$ cat src/rtl/mac_unit_dbw.sv
// Systolic-array MAC processing element: forwards ifmap/weights to neighbours and
// accumulates ifmap*weight onto the upstream partial sum with double-buffered weights.
module mac_unit_dbw #(
  parameter int unsigned WD  = 8,
  parameter int unsigned PW  = 2 * WD,
  parameter int unsigned SAT = 1
) (
  input  logic          clk,
  input  logic          rst,
  input  logic [WD-1:0] ifmap_in,
  input  logic          ifmap_vld_in,
  input  logic [WD-1:0] wght_in,
  input  logic          load_wght,
  input  logic          swap_wght,
  input  logic [PW-1:0] psum_in,
  input  logic          clr_ovf,
  output logic [WD-1:0] ifmap_out,
  output logic          ifmap_vld_out,
  output logic [WD-1:0] wght_out,
  output logic [PW-1:0] psum_out,
  output logic          psum_vld_out,
  output logic          ovf
);

  localparam int unsigned PRW = 2 * WD;
  localparam int unsigned SW  = PW + 1;
  localparam logic [PW-1:0] PMAX = {1'b0, {(PW - 1){1'b1}}};
  localparam logic [PW-1:0] PMIN = {1'b1, {(PW - 1){1'b0}}};

  if (PW < 2 * WD) begin : g_pw_check
    $error("mac_unit_dbw: PW must be at least 2*WD");
  end

  logic [WD-1:0] ifmap_q, ifmap_d;
  logic          ifmap_vld_q, ifmap_vld_d;
  logic [WD-1:0] shadow_q, shadow_d;
  logic [WD-1:0] active_q, active_d;
  logic [PW-1:0] psum_q, psum_d;
  logic          psum_vld_q, psum_vld_d;
  logic          ovf_q, ovf_d;

  logic signed [PRW-1:0] ifmap_ext_c;
  logic signed [PRW-1:0] active_ext_c;
  logic signed [PRW-1:0] prod_c;
  logic signed [SW-1:0]  psum_ext_c;
  logic signed [SW-1:0]  prod_ext_c;
  logic signed [SW-1:0]  sum_c;
  logic                  sum_ovf_c;
  logic [PW-1:0]         result_c;

  // Datapath: one guard bit above PW is enough since |product| <= 2^(PW-2).
  always_comb begin
    ifmap_ext_c  = {{WD{ifmap_q[WD-1]}}, ifmap_q};
    active_ext_c = {{WD{active_q[WD-1]}}, active_q};
    prod_c       = ifmap_ext_c * active_ext_c;
    psum_ext_c   = {psum_in[PW-1], psum_in};
    prod_ext_c   = {{(SW - PRW){prod_c[PRW-1]}}, prod_c};
    sum_c        = psum_ext_c + prod_ext_c;
    sum_ovf_c    = sum_c[SW-1] ^ sum_c[SW-2];
    result_c     = sum_c[PW-1:0];
    if (sum_ovf_c && (SAT != 0)) begin
      result_c = sum_c[SW-1] ? PMIN : PMAX;
    end
  end

  // Next-state: swap reads the pre-edge shadow, so load+swap moves the old weight.
  always_comb begin
    ifmap_d     = ifmap_in;
    ifmap_vld_d = ifmap_vld_in;
    shadow_d    = shadow_q;
    active_d    = active_q;
    psum_d      = psum_q;
    psum_vld_d  = 1'b0;
    ovf_d       = ovf_q;
    if (load_wght) begin
      shadow_d = wght_in;
    end
    if (swap_wght) begin
      active_d = shadow_q;
    end
    if (ifmap_vld_q) begin
      psum_d     = result_c;
      psum_vld_d = 1'b1;
    end
    if (ifmap_vld_q && sum_ovf_c) begin
      ovf_d = 1'b1;
    end else if (clr_ovf) begin
      ovf_d = 1'b0;
    end
  end

  always_ff @(posedge clk) begin
    if (!rst) begin
      ifmap_q     <= '0;
      ifmap_vld_q <= 1'b0;
      shadow_q    <= '0;
      active_q    <= '0;
      psum_q      <= '0;
      psum_vld_q  <= 1'b0;
      ovf_q       <= 1'b0;
    end else begin
      ifmap_q     <= ifmap_d;
      ifmap_vld_q <= ifmap_vld_d;
      shadow_q    <= shadow_d;
      active_q    <= active_d;
      psum_q      <= psum_d;
      psum_vld_q  <= psum_vld_d;
      ovf_q       <= ovf_d;
    end
  end

  assign ifmap_out     = ifmap_q;
  assign ifmap_vld_out = ifmap_vld_q;
  assign wght_out      = shadow_q;
  assign psum_out      = psum_q;
  assign psum_vld_out  = psum_vld_q;
  assign ovf           = ovf_q;

endmodule

$ cat config.mk
export PLATFORM = sky130hd
export DESIGN_NAME = mac_unit_dbw
export DESIGN_NICKNAME = d
export VERILOG_FILES = /design/src/rtl/mac_unit_dbw.sv
export SDC_FILE = /design/constraint.sdc
export NUM_CORES = 1
export LEC_CHECK = 0
export ABC_AREA = 1
export BUFFER_PORTS_ARGS = -buffer_cell sky130_fd_sc_hd__buf_2
export CAP_MARGIN = 20
export CORE_MARGIN = 8
export CORE_UTILIZATION = 40
export CTS_CLUSTER_SIZE = 28
export DETAILED_ROUTE_END_ITERATION = 10
export GPL_ROUTABILITY_DRIVEN = 0
export HOLD_SLACK_MARGIN = 0.1
export PLACE_DENSITY = 0.59
export SETUP_SLACK_MARGIN = 0.2
export SKIP_LAST_GASP = 1
export SYNTH_ARGS = -nofsm -noshare
export SYNTH_HDL_FRONTEND = slang
export SYNTH_SLANG_ARGS = --single-unit
$ cat constraint.sdc
create_clock -name clk -period 4.95 [get_ports clk]
set_input_delay 0.495 -clock clk [delete_from_list [all_inputs] [get_ports clk]]
set_output_delay 0.495 -clock clk [all_outputs]
set_load 0.02 [all_outputs]
== Yosys cells after proc, flatten, opt, wreduce, memory -nomap -nowiden ==
Cells that the tools add are included.

* Register bits: 43
* Memories kept: 0
* Bits in latches: 0
* Word-level logic and storage cells: 17
* Input bits: 38
* Output and inout port bits: 35
* Bits in writable memories: 0
* Bits in read-only memories: 0

* Multipliers: 1
* Order comparisons: 0
* Bitwise operators: 1
* Add/subtract/negate cells: 1
* Reduce and logical (&&, ||, !) cells: 2
* Mux-type cells: 5
* Shift operators: 0
* Equal/unequal tests: 0
* Div/mod/pow operators: 0

{| class="wikitable"
|+ Operators by type and width
! kind !! count
|-
| 16-bit 2-to-1 mux || 2
|-
| 16-bit by 16-bit adder with 17-bit output || 1
|-
| 8-bit by 8-bit multiplier with 16-bit output || 1
|-
| 1-bit 2-to-1 mux || 3
|-
| 2-bit nonzero test || 1
|-
| 1-bit logical AND || 1
|-
| 1-bit XOR || 1
|}

== Longest topological paths before layout ==
* Depth in word-level cells: 5
* Gate-level depth with buffers: 25
* Mapped depth without buffers: 23

== Least setup slack after synthesis ==
No wires, ideal clock.

* Path type: register -> register
* Start point: register ifmap_q[7] (netlist: ifmap_out[7])
* End point: register psum_q[9] (netlist: psum_out[9])
* Arrival: 4,762 ps
* Setup time: 117 ps
* Path buffers: 2
* Setup slack: 71 ps
* Required time: 4,833 ps
* Cell stages (with the launch flop): 24
* Cells stage by stage: dfxtp_1 > clkbuf_1 > nand2_1 > inv_1 > fa_1 > fa_1 > inv_1 > fa_1 > inv_1 > fa_1 > ha_1 > ha_1 > nand2_2 > nor2_2 > nand2_1 > a21oi_2 > nor2_1 > nand3_2 > nand2_2 > nand2_4 > nand2_4 > buf_12 > a21oi_2 > nor2_1

* Cells in the longest elaborated chain, start to end: 4

{| class="wikitable"
|+ Ends and longest elaborated chain
! element !! RTL line !! source
|-
| start: declaration || 34 || <nowiki>logic [WD-1:0] ifmap_q, ifmap_d;</nowiki>
|-
| start signal: assignment || 102 || <nowiki>ifmap_q <= ifmap_d;</nowiki>
|-
| 8-bit by 8-bit multiplier with 16-bit output * || 55 || <nowiki>prod_c = ifmap_ext_c * active_ext_c;</nowiki>
|-
| 16-bit by 16-bit adder with 17-bit output * || 58 || <nowiki>sum_c = psum_ext_c + prod_ext_c;</nowiki>
|-
| 16-bit 2-to-1 mux or 1-bit XOR (tied branches) || 62, 59 ||
|-
| 16-bit 2-to-1 mux * || 61 || <nowiki>if (sum_ovf_c && (SAT != 0)) begin</nowiki>
|-
| end signal: assignment || 106 || <nowiki>psum_q <= psum_d;</nowiki>
|-
| end: declaration || 38 || <nowiki>logic [PW-1:0] psum_q, psum_d;</nowiki>
|}

Every way passes the cells marked *; elsewhere a longest branch is shown, timed or not.
A chain may end at the register's enable or synchronous reset.

== Worst setup path in the final report ==
* Start point: register active_q[7]
* End point: register psum_q[7] (netlist: psum_out[7])

* Cells in the longest elaborated chain, start to end: 4

{| class="wikitable"
|+ Ends and longest elaborated chain
! element !! RTL line !! source
|-
| start: declaration || 37 || <nowiki>logic [WD-1:0] active_q, active_d;</nowiki>
|-
| start signal: assignment || 105 || <nowiki>active_q <= active_d;</nowiki>
|-
| 8-bit by 8-bit multiplier with 16-bit output * || 55 ||
|-
| 16-bit by 16-bit adder with 17-bit output * || 58 ||
|-
| 16-bit 2-to-1 mux or 1-bit XOR (tied branches) || 62, 59 ||
|-
| 16-bit 2-to-1 mux * || 61 ||
|}

Marked as above.

==> run summary <==
Distinct cells, synth: 24
Hold Fails Final Rpt: 0
placed cell count: 876
worst-case clock buffer depth: 2
max-slew violations: 0
vias per cell: 4.51
First-pass DRT Iterations: 4
Max-Cap Viols: 0
Crit path largest cell delay: 0.57 ns
critical path class: reg2reg
CP Data Arrival Time: 4.76 ns
Mapped Area: 4980 um2
clock skew: 0.00201 ns
largest cells by area after synthesis: fa_1 (31%), dfxtp_1 (17%), inv_1 (12%)
post-route ant nets: 0
Post-synth EDFFs: 0
syn nets: 797
Slew @ Worst Pin: 1.07 ns
Fillers: 1,172
Comb power frac: 63.2%
CTS tree: done
Yosys reg bits: 43
CTS clk-pin slew, worst paths: 0.06 ns
Max-slew headroom: 28.3%
Synth Area in Compound Gates: 6.05%
DR vias: 4,019
I/O pins: 73
Die Y: 128 um
P_sw: 0.873 mW
DR DRC count: 0
Finished Layout Cells: 892
FP Rows: 40
die area: 16,300 um2
yosys warns: 0
I/O Buffers: 72
core area: 12,100 um2
Area Overhead vs Synth: 24.4%
Syn Inst Count: 644
nets@finish: 877
VDD IR-drop max: 0.000148 V
P_int: 1.15 mW
status: finished, final reports clean
cell chain of the critical path: inv_2, or2_4, fa_1, fa_1, inv_1, fa_1, fa_1, fa_2, ha_4, nand2_4, nor2_4, nand3_2, nand3_2, nand2_1, nand2_2, nand3_4, clkbuf_16, a21oi_2, nor2_1
Design Power: 2.02 mW
Lkg Pwr: 3.50 nW
adder-cell share of the synthesized area: 40.3%
Inserted Diodes: 0
Worst EP required: 5.12 ns
initial detailed-routing violation count: 189
Top FF cell, synth: dfxtp_1
worst-skew pair later-pin latency: 0.28 ns
hpwl dp: 9330 um
post-synthesis xor/xnor area fraction: 1.41%
clk root buf: clkbuf_16
Fmax: 0.218 GHz
Final period util: 92.7%
RSZ-0062 raised after global routing: yes
CTS buffer count: 5
mux cell area share after synthesis: 0%
clock group share of total power: 16.0%
delay-heaviest family, CP: adder cells
startpoint types: register
worst path bufs/invs: 3
initial antenna violation count: 0
GRT overflow: 0
Async S/R FF share, synth: 0%
Period minus WS final: 4.59 ns
number of global-route vias before repair: 4,316
main combinational cell family by area after synthesis: adder cells
CTS H-tree lvls: 2
PD cells: 327 nW/um2
first-pass GRT wire length: 19,200 um
Critical Path Most Common Cell: fa_1
Hold Path Class: in2reg
Initial Utilization: 41.1%
setup violators final: 0
clk sink count: 43
largest net degree at the start of global routing: 34
Hold Buf Count CTS: 0
simple-gate share of the synthesized area: 20.5%
WL final: 11,200 um
CP max-delay cell: fa_1
Total GRT Usage: 14.3%
crit end category: register
setup TNS: 0 ns
Sw Ratio: 43.1%
Synth area leader: fa_1
Syn Area/Cell: 7.74 um2
top cell type's share of synthesized area: 30.5%
share of cells above drive strength 1: 27.9%
Seq pwr share: 20.8%
WL/cell: 12.5 um
critical path fanouts, max: 5
die width: 128 um
sequential share of the synthesized area: 17.3%
-- kinds of logic after synthesis --
family | Yosys count
AND/OR/NAND/NOR | 241
adder cells (fa/ha/maj) | 115
AO/OA/AOI/OAI | 51
buffers and inverters | 186
flip-flops | 43
XOR/XNOR | 8
-- final cells by class --
class	count	area (um2)	area share, %
Clock buffer	6	139	2.24
Sequential cell	43	895	14.4
Inverter	163	622	10.0
Multi-Input combinational cell	416	3750	60.5
Clock inverter	1	5.00	0.0807
Tap cell	168	210	3.39
Timing Repair Buffer	95	578	9.32
-- final timing paths --
path | slack [ns] | start | end | cells after the start
worst max-delay path | 0.36 | active_q[7] | psum_out[7] | 19
worst min register to register | 0.47 | psum_out[10] | psum_out[10] | 2
worst min-delay path | 0.39 | ifmap_in[2] | ifmap_out[2] | 3
worst max register to register | 0.36 | active_q[7] | psum_out[7] | 19
-- power groups by stage --
stage                     combinational [mW]  clock, mW  sequential (mW)
final                                   1.28      0.324            0.422
after global routing                    1.44      0.343            0.428
after CTS                              0.987      0.330            0.421
after detailed placement               0.968          0            0.428
after global placement                 0.958          0            0.428
after floorplan                        0.702          0            0.459
-- cells in the mapped netlist (8+ instances only) --
library cell	count
o21ai_0	23
a21oi_2	12
clkbuf_1	21
dfxtp_1	43
a21oi_1	15
ha_1	39
nand2_1	145
nand3_1	21
or2_2	8
fa_1	76
inv_1	160
nand2_2	11
nor2_1	47
-- per-stage QoR --
stage | util (%) | setup WS, ns | hold slack, ns | cell area [um2]
6_report | 51.2 | 0.362 | 0.393 | 6200
4_1_cts | 47.5 | 0.205 | 0.387 | 5760
2_1_floorplan | - | 0.214 | 0.542 | 4990
5_1_grt | 51.2 | 0.161 | 0.394 | 6200
3_3_place_gp | 46.0 | -0.0532 | 0.454 | 5580
3_5_place_dp | 46.0 | -0.0770 | 0.463 | 5580
-- flip-flops by register name, indices dropped and copies added, names as in the netlist --
name	flops
ifmap_out	8
active_q	8
ovf	1
ifmap_vld_out	1
psum_out	16
psum_vld_out	1
wght_out	8
-- worst register-to-register path: cells and delay by family (launching register included) --
family	cells	cell delay (ns)
AOI/OAI and AO/OA	1	0.11
adders and majority gates	6	2.83
buffers and inverters	3	0.28
DFF	1	0.35
and+or+nand+nor	9	0.92
-- timing repair --
item,CTS,global route
gates cloned,0,2
setup buffers,1,6
resized for setup,14,79
setup endpoints to repair,16,16
pin swaps,1,29
-- metal layers --
metal	vias to the layer above	part of all wire (%)	global-route usage (%)	wire length [um]
li1	2034	-	-	-
met2	33	53	27.0	5880
met4	0	1.1	3.78	125
met3	7	2.0	1.25	225
met1	1945	44	16.9	4930
met5	-	0	0	0
-- cells in the final DEF (no fill, tap or decap), types with 14 or more instances in the layout --
cell type  count
ha_1          24
inv_1        153
buf_4         17
o21ai_0       23
a21oi_2       15
nand2_2       18
dfxtp_1       30
fa_1          72
nor2_1        45
nand2_1      134
buf_2         72
ha_4          14
nand3_1       17
No activity file was read; power rests on OpenSTA's default activity.
